$ cat config.mk
export PLATFORM = sky130hd
export DESIGN_NAME = rca_seq_adder
export DESIGN_NICKNAME = d
export VERILOG_FILES = /design/src/rtl/rca_seq_adder.sv
export SDC_FILE = /design/constraint.sdc
export NUM_CORES = 1
export LEC_CHECK = 0
export CORE_MARGIN = 1
export CORE_UTILIZATION = 46
export DETAILED_ROUTE_END_ITERATION = 12
export GPL_TIMING_DRIVEN = 0
export PLACE_DENSITY_LB_ADDON = 0.25
export SLEW_MARGIN = 20
export SYNTH_ARGS = -nofsm -noshare
export SYNTH_HDL_FRONTEND = slang
export SYNTH_SLANG_ARGS = --single-unit
$ cat constraint.sdc
create_clock -name clk -period 8.6 [get_ports clk]
set_input_delay 1.29 -clock clk [delete_from_list [all_inputs] [get_ports clk]]
set_output_delay 1.29 -clock clk [all_outputs]
set_load 0.01 [all_outputs]
$ cat src/rtl/rca_seq_adder.sv
// Multi-cycle WIDTH-bit adder/subtractor built on one shared 4-bit RCA slice.
// One nibble per clock, LSB first, with the carry held in a register.

module rca4 (
    input  logic [3:0] x,
    input  logic [3:0] y,
    input  logic       c_in,
    output logic [3:0] s,
    output logic       c_out
);

    logic [4:0] c;

    // Plain ripple chain, one full adder per bit
    always_comb begin
        c[0] = c_in;
        s    = '0;
        for (int i = 0; i < 4; i++) begin
            s[i]   = x[i] ^ y[i] ^ c[i];
            c[i+1] = (x[i] & y[i]) | (c[i] & (x[i] ^ y[i]));
        end
        c_out = c[4];
    end

endmodule

module rca_seq_adder #(
    parameter int WIDTH  = 16,
    parameter int NCHUNK = WIDTH / 4
) (
    input  logic             clk,
    input  logic             rst_n,
    input  logic             in_valid,
    output logic             in_ready,
    input  logic [WIDTH-1:0] a,
    input  logic [WIDTH-1:0] b,
    input  logic             c_in,
    input  logic             sub,
    output logic             out_valid,
    input  logic             out_ready,
    output logic [WIDTH-1:0] sum,
    output logic             c_out,
    output logic             ovf
);

    localparam int IW = (NCHUNK > 1) ? $clog2(NCHUNK) : 1;
    localparam logic [IW-1:0] LAST = IW'(NCHUNK - 1);
    localparam logic [IW-1:0] ONE  = IW'(1);

    typedef enum logic [1:0] {
        IDLE = 2'd0,
        RUN  = 2'd1,
        DONE = 2'd2
    } state_t;

    state_t           state;
    logic [IW-1:0]    idx;
    logic             carry_reg;
    logic [WIDTH-1:0] a_reg;
    logic [WIDTH-1:0] b_reg;
    logic [WIDTH-1:0] sum_reg;
    logic             c_out_reg;
    logic             ovf_reg;

    logic [3:0]       rca_x;
    logic [3:0]       rca_y;
    logic [3:0]       rca_s;
    logic             rca_co;

    // Select the current nibble of each operand for the shared slice
    always_comb begin
        rca_x = a_reg[{idx, 2'b00} +: 4];
        rca_y = b_reg[{idx, 2'b00} +: 4];
    end

    rca4 u_rca (
        .x     (rca_x),
        .y     (rca_y),
        .c_in  (carry_reg),
        .s     (rca_s),
        .c_out (rca_co)
    );

    // Control FSM plus the operand, carry and result registers
    always_ff @(posedge clk) begin
        if (!rst_n) begin
            state     <= IDLE;
            idx       <= '0;
            carry_reg <= 1'b0;
            a_reg     <= '0;
            b_reg     <= '0;
            sum_reg   <= '0;
            c_out_reg <= 1'b0;
            ovf_reg   <= 1'b0;
        end else begin
            unique case (state)
                IDLE: begin
                    if (in_valid) begin
                        a_reg     <= a;
                        b_reg     <= sub ? ~b : b;
                        carry_reg <= sub ? 1'b1 : c_in;
                        idx       <= '0;
                        state     <= RUN;
                    end
                end
                RUN: begin
                    sum_reg[{idx, 2'b00} +: 4] <= rca_s;
                    carry_reg <= rca_co;
                    if (idx == LAST) begin
                        state     <= DONE;
                        c_out_reg <= rca_co;
                        ovf_reg   <= (a_reg[WIDTH-1] ~^ b_reg[WIDTH-1])
                                   & (a_reg[WIDTH-1] ^ rca_s[3]);
                    end else begin
                        idx <= idx + ONE;
                    end
                end
                DONE: begin
                    if (out_ready) begin
                        state <= IDLE;
                    end
                end
                default: begin
                    state <= IDLE;
                end
            endcase
        end
    end

    // Handshake flags come straight from the registered state
    always_comb begin
        in_ready  = (state == IDLE);
        out_valid = (state == DONE);
        sum       = sum_reg;
        c_out     = c_out_reg;
        ovf       = ovf_reg;
    end

endmodule

* Word-level counts from Yosys, hierarchy flattened
Cells that the tools add are included.
** Cells by class
- Shift operators :: 4
- Equal/unequal tests :: 7
- Bitwise logic cells :: 24
- $add $sub $neg :: 2
- Mux-type cells :: 12
- Reduce and logical (&&, ||, !) cells :: 7
** Operators with widths (number)
- indexed part select 16 x 5 -> 4 bit :: 2
- bitwise mux 16 bit :: 1
- 2-to-1 mux 16 bit :: 1
- inverter 16 bit :: 1
- variable shift 4 x 6 -> 16 bit (first input constant) :: 1
- indexed part select 4 x 6 -> 16 bit :: 1
- 2-to-1 mux 2 bit :: 5
- bitwise AND 1 bit :: 9
- XOR 1 bit :: 9
- inequality test 2 bit (second input constant) :: 3
- negation 4 -> 6 bit :: 1
- case mux 2 bit (3 select lines) :: 1
- AND reduction 2 bit :: 3
- AND reduction 3 bit :: 2
- equality test 2 bit (second input constant) :: 2
- OR 1 bit :: 4
- case mux 2 bit (2 select lines) :: 1
- adder 2 x 1 -> 2 bit (second input constant) :: 1
- equality test 2 x 1 -> 1 bit (second input constant) :: 1
- logical NOT 2 bit :: 1
- 2-to-1 mux 1 bit :: 2
- inequality test 2 x 1 -> 1 bit (second input constant) :: 1
- case mux 1 bit (2 select lines) :: 1
- nonzero test 2 bit :: 1
- bitwise XNOR 1 bit :: 1
** Storage, ports and cells
- Bits in registers :: 55
- Bits of input ports :: 38

* Depth between registers and ports, before layout
- Depth after elaboration :: 11
- Gate-level depth with buffers :: 10
- Mapped depth without buffers :: 9

* Modules after synthesis
Synthesis repeated with hierarchy kept, for this count alone.
** Unflattened totals
- Cells, all modules :: 275
- Area, all modules :: 2730.1 um^2
** By module, submodules not included
- rca_seq_adder :: times used 1, area an instance 2612.5 um^2, cells each 261
- rca4 :: times used 1, area an instance 117.6 um^2, cells each 14

* Worst setup path before layout
Ideal clock, no wire load.
- Path type :: register to register
- From :: register idx[0]
- To :: register sum_reg[7] (netlist: sum[7])
- Arrival :: 2.791 ns
- Data required time :: 8.508 ns
- Path slack :: 5.716 ns
- Cell stages (with the launch flop) :: 11
- Path through :: dfxtp_1 buf_2 mux4_2 fa_1 inv_1 fa_1 fa_1 inv_1 fa_1 nand2_1 o32ai_1
** On the way
- Cells in the longest elaborated chain, start to end :: 11
- Elaborated cells between the ends (all ways) :: 23
** RTL lines
- start: declaration :: RTL line 57 : logic [IW-1:0] idx;
- start signal: assignment :: RTL line 115 : idx <= idx + ONE;
- indexed part select 16 x 5 -> 4 bit, on equally long branches :: RTL line 72, 73
- XOR 1 bit :: RTL line 19, 20
- bitwise AND 1 bit :: RTL line 20 : c[i+1] = (x[i] & y[i]) | (c[i] & (x[i] ^ y[i]));
- OR 1 bit :: RTL line 20
- bitwise AND 1 bit :: RTL line 20
- OR 1 bit :: RTL line 20
- bitwise AND 1 bit :: RTL line 20
- OR 1 bit :: RTL line 20
- XOR 1 bit :: RTL line 19 : s[i] = x[i] ^ y[i] ^ c[i];
- indexed part select 4 x 6 -> 16 bit :: RTL line 107 : sum_reg[{idx, 2'b00} +: 4] <= rca_s;
- bitwise mux 16 bit (*) :: RTL line 107
- end signal: indexed assignment :: RTL line 107
- end: declaration :: RTL line 61 : logic [WIDTH-1:0] sum_reg;
Every way passes the cells marked *; elsewhere a longest branch is shown, timed or not.
A chain may end at the register's enable or synchronous reset.

* Worst setup path after layout
Same ends and word-level chain as after synthesis.

==> qor.txt <==
FF-to-FF path depth -> 10
final hold slack -> 0.4580 ns
number of flops mapped to enable cells by yosys -> 0
Synth Flop Type -> dfxtp_1
Seq/Total Area, Yosys -> 0.4303
fmax -> 0.3063 GHz
cell row count -> 26
via count -> 2162
First-pass DRT Iterations -> 4
fillcell total -> 468
Skew-Pair Late Insertion Delay -> 0.31 ns
switching share of total power -> 0.2646
CP startpoint kind -> flop
Worst R2R End -> sum[7]$_SDFFE_PN0P_
synth warn -> 0
Setup WS post-layout -> 5.336 ns
Synth top area share -> 0.4303
DR vias/cell -> 5.260
met2 wire len -> 2907 um
Worst-Margin Slew -> 0.5383 ns
status -> finished, final reports clean
Worst Path Arrival -> 3.49 ns
total leakage power -> 1.184 nW
area grow syn2layout -> 29.24%
clk_skew -> 0.003103 ns
slew margin rel. -> 0.6411
Avg WL per Cell -> 13.64 um
Worst Setup SP -> idx[0]$_SDFFE_PN0P_
largest net degree at the start of global routing -> 16
Final Critical Period -> 3.264 ns
syn avg cell area -> 9.237 um2
Critical Path RT -> 8.82 ns
dpl hpwl -> 4238 um
CP Capture Type -> flop
post-cts sizing count -> 0
VDD IR max -> 0.00008960 V
total power -> 535.5 uW
GPL Wtd Cong -> 0.7941
port bufs -> 56
worst min-delay path category -> reg -> reg
PD cells -> 161.9 nW/um2
# Post-CTS Setup Buffers -> 0
clock sinks -> 55
# nets final -> 388
clock slew at reported path FFs -> 0.09 ns
first-pass GRT wire length -> 9542 um
Logic pwr share -> 0.196
grt ovf -> 0
Max Cap Viol -> 0
WS Path Type -> reg -> reg
final hold viol count -> 0
area of the mapped netlist -> 2559 um2
sequential share of power -> 0.517
Reg2Reg Launch Point -> idx[0]$_SDFFE_PN0P_
most frequent cells in the layout -> clkdlybuf4s50_1, dfxtp_1, nand2_1
count of pins over their slew limit -> 0
dpl ws -> 5.311 ns
Clk pwr share -> 0.287
CP max FO -> 10
WL met3 -> 136 um
sw power -> 141.7 uW
DRT iter0 DRCs -> 86
Tcrit/Tclk final -> 0.3796
Ports -> 58
setup violators final -> 0
RSZ-0062 raised after global routing -> false
full die area -> 5865 um2
cell count after synthesis -> 277
CTS tree -> built
Bufs on Longest Clock Path -> 2
die height -> 76.58 um
Syn Nets -> 325
CTS buffer count -> 5
largest area contributor in the netlist -> dfxtp_1
Max Used Layer -> met4
Power Internal -> 393.7 uW
Util after Layout -> 0.6314
commonest non-fill, non-tap cell in the layout -> clkdlybuf4s50_1
library cells used by synthesis -> 31
Yosys reg bits -> 55
top post-synthesis cells by area -> dfxtp_1, nand2_1, mux4_2, xnor2_1, a211oi_1
initial antenna violation count -> 0
Final ANT Viol Nets -> 0
total wire length -> 5605 um
fraction of registers with async set/reset -> 0
ANT cells -> 0
vias in the first global route -> 2058
DRC -> 0
Sum Neg Setup Slack -> 0 ns
CTS root buf -> clkbuf_8
layout cells sized above 1 -> 0.08798
CTS Hold Buffers Added -> 0
met1 WL -> 2463 um
die span in x -> 76.58 um
maximum level of the CTS H-tree -> 2
gr usage total -> 0.2079
core area -> 5238 um2
crit path capture -> sum[7]$_SDFFE_PN0P_
reg2reg setup slack -> 5.34 ns
initial core utilization -> 0.4885
[logic make-up after synthesis]
logic type	share of synthesized area
simple gates	0.1706
compound gates	0.1565
flops	0.4303
buf+inv	0.05672
xor+xnor	0.05477
fa+ha+maj	0.06064
mux	0.07041
[layout make-up]
cell class | count | area (um2) | share of cell area
Multi-Input combinational cell | 189 | 1313 | 0.3969
Inverter | 12 | 45.04 | 0.01362
Tap cell | 70 | 87.58 | 0.02649
Buffer | 21 | 100.1 | 0.03027
Timing Repair Buffer | 56 | 560.5 | 0.1695
Sequential cell | 55 | 1101 | 0.3330
Clock buffer | 8 | 100.1 | 0.03027
[worst min-delay path by stage]
stage	startpoint	to	cells after the start
floorplan	a_reg[10]$_SDFFE_PN0P_	a_reg[10]$_SDFFE_PN0P_	2
global placement	a_reg[14]$_SDFFE_PN0P_	a_reg[14]$_SDFFE_PN0P_	2
detailed placement	a_reg[4]$_SDFFE_PN0P_	a_reg[4]$_SDFFE_PN0P_	2
CTS	a_reg[4]$_SDFFE_PN0P_	a_reg[4]$_SDFFE_PN0P_	2
global route	a_reg[13]$_SDFFE_PN0P_	a_reg[13]$_SDFFE_PN0P_	2
finish	a_reg[10]$_SDFFE_PN0P_	a_reg[10]$_SDFFE_PN0P_	2
[critical path, cell delays in order (launching register included)]
cell,delay (ns)
dfxtp_1,0.44
buf_2,0.34
mux4_2,0.57
fa_1,0.38
inv_1,0.08
fa_1,0.17
fa_1,0.16
inv_1,0.05
fa_1,0.59
nand2_1,0.13
o32ai_1,0.27
[Yosys cell counts, types with 2 or more instances]
| cell type | instances |
|---|---|
| dfxtp_1 | 55 |
| nand2_1 | 53 |
| nor2_1 | 23 |
| a21oi_1 | 22 |
| a211oi_1 | 17 |
| xnor2_1 | 16 |
| inv_1 | 12 |
| buf_2 | 11 |
| clkbuf_1 | 9 |
| o32ai_1 | 9 |
| mux4_2 | 8 |
| ha_1 | 6 |
| a32oi_1 | 4 |
| and2_1 | 4 |
| fa_1 | 4 |
| o22ai_1 | 4 |
| nand3b_1 | 3 |
| nand2b_1 | 2 |
| nor2b_1 | 2 |
| or4_1 | 2 |
[layer usage]
| metal | GRT usage | vias up |
|---|---|---|
| met5 | 0 | - |
| met1 | 0.2474 | 1026 |
| met4 | 0.08846 | 0 |
| li1 | - | 1086 |
| met3 | 0.02994 | 9 |
| met2 | 0.3712 | 41 |
[through the flow]
stage,instance area [um2],instances
2_1_floorplan,2559,277
3_3_place_gp,3207,403
3_5_place_dp,3207,403
4_1_cts,3307,411
5_1_grt,3307,411
6_report,3307,411
[power groups by stage]
stage | Clock (mW) | Combinational (mW) | Sequential (mW)
6_report | 0.154 | 0.105 | 0.277
5_1_grt | 0.166 | 0.116 | 0.279
4_1_cts | 0.155 | 0.106 | 0.277
3_5_place_dp | 0 | 0.106 | 0.283
3_3_place_gp | 0 | 0.103 | 0.282
2_1_floorplan | 0 | 0.0654 | 0.281
(Power assumes the default switching activity.)
